**config.mk**
```make
export PLATFORM = sky130hd
export DESIGN_NAME = ram_op_master
export DESIGN_NICKNAME = d
export VERILOG_FILES = /design/src/rtl/ram_op_master.sv
export SDC_FILE = /design/constraint.sdc
export NUM_CORES = 1
export LEC_CHECK = 0
export BUFFER_PORTS_ARGS = -buffer_cell sky130_fd_sc_hd__buf_2
export CAP_MARGIN = 10
export CORE_MARGIN = 2
export CORE_UTILIZATION = 45
export CTS_CLUSTER_DIAMETER = 30
export DETAILED_ROUTE_END_ITERATION = 10
export PLACE_DENSITY_LB_ADDON = 0.25
export RECOVER_POWER = 25
export SLEW_MARGIN = 20
export SYNTH_ARGS = -nofsm -noshare
export SYNTH_HDL_FRONTEND = slang
export SYNTH_SLANG_ARGS = --single-unit
```
**constraint.sdc**
```tcl
create_clock -name clk -period 7.8 [get_ports clk]
set_input_delay 1.56 -clock clk [delete_from_list [all_inputs] [get_ports clk]]
set_output_delay 1.56 -clock clk [all_outputs]
set_load 0.1 [all_outputs]
```
**src/rtl/ram_op_master.sv**
```systemverilog
// Bus initiator for the 1024x10 program/data RAM: fetches a descriptor
// pointer, reads two operands, runs add/sub/shift-add multiply and writes back.
module ram_op_master #(
  parameter int ADDR_W = 10,
  parameter int DATA_W = 10
) (
  input  logic              clk,
  input  logic              reset,
  input  logic              start,
  input  logic [1:0]        op,
  input  logic [DATA_W-1:0] mem_rdata,
  output logic [ADDR_W-1:0] mem_addr,
  output logic              mem_we,
  output logic [DATA_W-1:0] mem_wdata,
  output logic              busy,
  output logic              done,
  output logic [DATA_W-1:0] result
);

  localparam int CNT_W = $clog2(DATA_W);
  localparam logic [1:0] OP_SUB = 2'b01;
  localparam logic [1:0] OP_MUL = 2'b10;

  typedef enum logic [2:0] {
    S_IDLE, S_FETCH_PTR, S_READ_A, S_READ_B, S_EXEC, S_WRITE, S_DONE
  } state_e;

  state_e              state_q, state_d;
  logic [1:0]          op_q, op_d;
  logic [ADDR_W-1:0]   p_q, p_d;
  logic [DATA_W-1:0]   a_q, a_d, b_q, b_d, acc_q, acc_d;
  logic [CNT_W-1:0]    i_q, i_d;
  logic [DATA_W-1:0]   result_q, result_d;
  logic [ADDR_W-1:0]   mem_addr_q, mem_addr_d;
  logic                mem_we_q, mem_we_d;
  logic [DATA_W-1:0]   mem_wdata_q, mem_wdata_d;
  logic                busy_q, busy_d, done_q, done_d;
  logic [DATA_W-1:0]   partial;

  always_comb begin
    // NOTE: every signal gets a default up front so no path leaves it unassigned (no latches).
    state_d  = state_q;
    op_d     = op_q;
    p_d      = p_q;
    a_d      = a_q;
    b_d      = b_q;
    acc_d    = acc_q;
    i_d      = i_q;
    result_d = result_q;
    partial  = b_q[i_q] ? (a_q << i_q) : '0;

    unique case (state_q)
      S_IDLE: begin
        if (start) begin
          op_d    = op;
          state_d = S_FETCH_PTR;
        end
      end
      S_FETCH_PTR: begin
        p_d     = ADDR_W'(mem_rdata);
        state_d = S_READ_A;
      end
      S_READ_A: begin
        a_d     = mem_rdata;
        state_d = S_READ_B;
      end
      S_READ_B: begin
        b_d     = mem_rdata;
        acc_d   = '0;
        i_d     = '0;
        state_d = S_EXEC;
      end
      S_EXEC: begin
        if (op_q == OP_MUL) begin
          acc_d = acc_q + partial;
          i_d   = i_q + CNT_W'(1);
          if (i_q == CNT_W'(DATA_W - 1)) state_d = S_WRITE;
        end else begin
          acc_d   = (op_q == OP_SUB) ? (a_q - b_q) : (a_q + b_q);
          state_d = S_WRITE;
        end
      end
      S_WRITE: begin
        result_d = acc_q;
        state_d  = S_DONE;
      end
      S_DONE:  state_d = S_IDLE;
      default: state_d = S_IDLE;
    endcase

    // Outputs are registered, so they are derived from the state being entered.
    unique case (state_d)
      S_READ_A: mem_addr_d = p_d;
      S_READ_B: mem_addr_d = p_q + ADDR_W'(1);
      S_WRITE:  mem_addr_d = p_q + ADDR_W'(2);
      default:  mem_addr_d = '0;
    endcase
    mem_we_d    = (state_d == S_WRITE);
    mem_wdata_d = (state_d == S_WRITE) ? acc_d : mem_wdata_q;
    busy_d      = (state_d != S_IDLE) && (state_d != S_DONE);
    done_d      = (state_d == S_DONE);
  end

  // NOTE: state uses non-blocking assignments so every flop samples pre-edge values.
  always_ff @(posedge clk or posedge reset) begin
    if (reset) begin
      state_q     <= S_IDLE;
      op_q        <= '0;
      p_q         <= '0;
      a_q         <= '0;
      b_q         <= '0;
      acc_q       <= '0;
      i_q         <= '0;
      result_q    <= '0;
      mem_addr_q  <= '0;
      mem_we_q    <= 1'b0;
      mem_wdata_q <= '0;
      busy_q      <= 1'b0;
      done_q      <= 1'b0;
    end else begin
      state_q     <= state_d;
      op_q        <= op_d;
      p_q         <= p_d;
      a_q         <= a_d;
      b_q         <= b_d;
      acc_q       <= acc_d;
      i_q         <= i_d;
      result_q    <= result_d;
      mem_addr_q  <= mem_addr_d;
      mem_we_q    <= mem_we_d;
      mem_wdata_q <= mem_wdata_d;
      busy_q      <= busy_d;
      done_q      <= done_d;
    end
  end

  assign mem_addr  = mem_addr_q;
  assign mem_we    = mem_we_q;
  assign mem_wdata = mem_wdata_q;
  assign busy      = busy_q;
  assign done      = done_q;
  assign result    = result_q;

endmodule

```
==> flow_summary.rst <==
.. list-table::
   :header-rows: 1

   * - Metric
     - Value
   * - Clock H-tree levels
     - 3
   * - Die span in x
     - 108 um
   * - Largest fanout on the critical path
     - 20
   * - Slew HR
     - 35.8%
   * - Final worst clock skew
     - 12.8 ps
   * - Clock root buffer master
     - clkbuf_8
   * - CTS-repair resized insts
     - 0
   * - Most frequent cell after synthesis
     - nand2_1
   * - Flops & latches, synth
     - 82
   * - Placed cell areas
     - 5170 um^2
   * - Setup TNS
     - 0 ps
   * - Count of TritonRoute iterations in the first routing pass
     - 5
   * - Critical path class
     - register to register
   * - Number of antenna-violating nets in the routed design
     - 0
   * - Crit-path cells
     - mux4_2 > nand2_2 > nor3_1 > ha_1 > fa_1 > a21o_1 > a21oi_1 > o21ai_1 > a31oi_1 > xnor2_1 > nor2_1 > o31ai_1
   * - Initial Utilization
     - 46.7%
   * - CTS sink count
     - 82
   * - Post-Synthesis Cells
     - 529
   * - Pin count of the biggest net entering global routing
     - 83
   * - Final routed wirelength across all metal layers
     - 11700 um
   * - Top delay family on crit path
     - compound AO/OA/AOI/OAI gates
   * - Post-synthesis cell type count
     - 57
   * - Required time of the critical path
     - 8060 ps
   * - Layout Cells excl Fill
     - 707
   * - Final max-slew violation count
     - 0
   * - DRC
     - 0
   * - Per-instance average area after synthesis
     - 9.16 um^2
   * - Fraction of the cycle the final worst path needs
     - 46.4%
   * - Drt wl/cell
     - 16.5 um
   * - Kind of end point of the critical path
     - register
   * - Antenna violations before repair
     - 0
   * - Global router's overall resource usage
     - 21.7%
   * - Max Clock Freq
     - 0.276 GHz
   * - Number of placed instances with taps included
     - 691
   * - Num CTS Buffers
     - 9
   * - Antenna Diode Count
     - 0
   * - Warnings, synthesis
     - 0
   * - Skew-Pair Late Insertion Delay
     - 360 ps
   * - Die Y
     - 108 um
   * - Placed wire-length estimate after detailed placement
     - 8610 um
   * - Summed area of non-filler cells in the final layout
     - 5370 um^2
   * - Met1 WL
     - 5320 um
   * - Slowest Stage Delay on Critical Path
     - 870 ps
   * - Max Cap Violations
     - 0
   * - Setup repair after global routing missed its margin
     - no
   * - Worst min-delay path class
     - register to register
   * - Sequential fraction of the synthesis area
     - 42.4%
   * - Layout filler cell count
     - 1012
   * - Global route overflow
     - 0
   * - Leading post-synthesis cells by instance count
     - 128 x nand2_1, 82 x dfrtp_1, 36 x nor2_1
   * - DR WL met2
     - 5730 um
   * - Buffer count from post-CTS setup fixing
     - 0
   * - Top-area cell type share of the netlist area
     - 42.4%
   * - Met3 WL
     - 421 um
   * - Clock transition at path regs
     - 90 ps
   * - I/O pin count
     - 48
   * - Crit path buf inv count
     - 0
   * - Setup violations, final
     - 0
   * - CP arrival
     - 3880 ps
   * - Detailed-route vias per instance
     - 5.57
   * - Number of synthesized flops with an enable pin
     - 0
   * - Share of post-route cells with drive strength above 1
     - 15.6%
   * - Master of the slowest instance on the critical path
     - dfrtp_1
   * - Number of endpoints with negative hold slack in the final report
     - 0
   * - Final GP Congestion
     - 0.867
   * - Cells taking the most area after synthesis
     - dfrtp_1 42%, nand2_1 9.9%, ha_1 5.9%, mux2_2 4.0%, xnor2_1 3.6%
   * - Die area
     - 11600 um^2
   * - Synthesized cell area
     - 4840 um^2
   * - Most frequently used flop master after synthesis
     - dfrtp_1
   * - Detailed router's first-iteration violation count
     - 209
   * - Critical path startpoint category
     - register
   * - TritonCTS clock tree
     - done
   * - Result of the run
     - finished, final reports clean
   * - Via count of the first global-routing pass
     - 3998
   * - Uppermost routed layer
     - met4
   * - Number of buffers between clock root and the deepest sink
     - 2
   * - Tmin final
     - 3620 ps
   * - Post-synth ARST share
     - 100%
   * - Area growth syn-to-layout
     - 10.9%
   * - Largest area contributor in the synthesized netlist
     - dfrtp_1
   * - Number of nets in the final layout
     - 606
   * - Global-route wire length before repair
     - 19700 um
   * - Number of input and output port buffers inserted
     - 47
   * - Number of cell rows
     - 37
   * - Placeable Area
     - 10400 um^2
   * - Synthesized net count
     - 569
   * - Transition time at the pin with the least slew margin
     - 959 ps
   * - Total vias in the final route
     - 3941
   * - Hold-fix buffers at CTS
     - 0
[metal layers]
layer  up-vias  GRT usage, %
met5         -             0
met4         0          7.42
li1       1914             -
met3        18          2.72
met2        91          37.4
met1      1918          28.2
[cells in the final DEF, fill, tap and decap left out, types with 5 or more instances in the layout]
cell type,synthesis,routed
nor3_1,7,7
o211ai_1,5,5
xor2_1,8,8
o21ai_1,14,14
clkbuf_8,0,9
mux2i_1,10,10
buf_2,4,44
nor2b_1,8,8
mux2_2,17,17
a211oi_1,7,7
dfrtp_1,82,82
nand2_1,128,128
nand3_1,6,6
nor2_1,36,36
o21ai_0,23,23
ha_1,23,23
o31ai_1,8,8
a21oi_1,28,28
inv_1,11,11
nand2b_1,7,7
xnor2_1,20,20
[flip-flops by register name (all words and copies together), names as in the netlist]
name and flops:
a_q 10, acc_q 10, b_q 10, busy 1, done 1, i_q 4
mem_addr 10, mem_wdata 10, mem_we 1, op_q 2, p_q 10, result 10
state_q 3
[logic make-up (layout without fill, tap and decap cells)]
group | count (synthesis) | after routing | synth area share, %
adder cells (fa/ha/maj) | 25 | 25 | 6.77
flip-flops | 82 | 82 | 42.4
multiplexers | 32 | 32 | 8.50
XOR/XNOR | 29 | 29 | 5.55
buffers and inverters | 36 | 78 | 3.05
AO/OA/AOI/OAI | 110 | 110 | 14.3
AND/OR/NAND/NOR | 215 | 215 | 19.5
[metrics by stage]
step                      hold slack, ps  setup slack [ps]  utilization, %
final                                479              4180            51.8
after floorplan                      461              4130               -
after global placement               460              4320            49.8
after detailed placement             461              4220            49.8
after global routing                 503              3950            51.8
after CTS                            484              4180            51.8
[path summary, 6_finish.rpt]
kind / start / to / slack, ps / cells after the start
max: i_q[0] / mem_wdata[8] / 4180 / 12
min: mem_wdata[2] / mem_wdata[2] / 480 / 2
max reg2reg: i_q[0] / mem_wdata[8] / 4180 / 12
min reg2reg: mem_wdata[2] / mem_wdata[2] / 480 / 2
max in group asynchronous: reset / acc_q[6] / 5890 / 3
min in group asynchronous: reset / mem_addr[3] / 1350 / 3
[worst register-to-register path, delay by kind of cell (launching register included)]
kind | cells | cell delay, ps
muxes | 1 | 620
xor gates and xnor gates | 1 | 130
and+or+nand+nor | 3 | 240
adders and majority gates | 2 | 660
DFF | 1 | 870
AOI/OAI and AO/OA | 5 | 990
[layout make-up]
cell class / count / area (um^2) / share of cell area [%]
clock buffers: 9 / 124 / 2.31
inverters: 13 / 50.0 / 0.932
clock inverters: 7 / 82.6 / 1.54
repair buffers: 49 / 250 / 4.66
multi-input cells: 411 / 2640 / 49.2
flip-flops and latches: 82 / 2050 / 38.2
well taps: 136 / 170 / 3.17
Power is not shown: default switching activity piles up to over one toggle a cycle in this logic, so the estimate is an artifact.
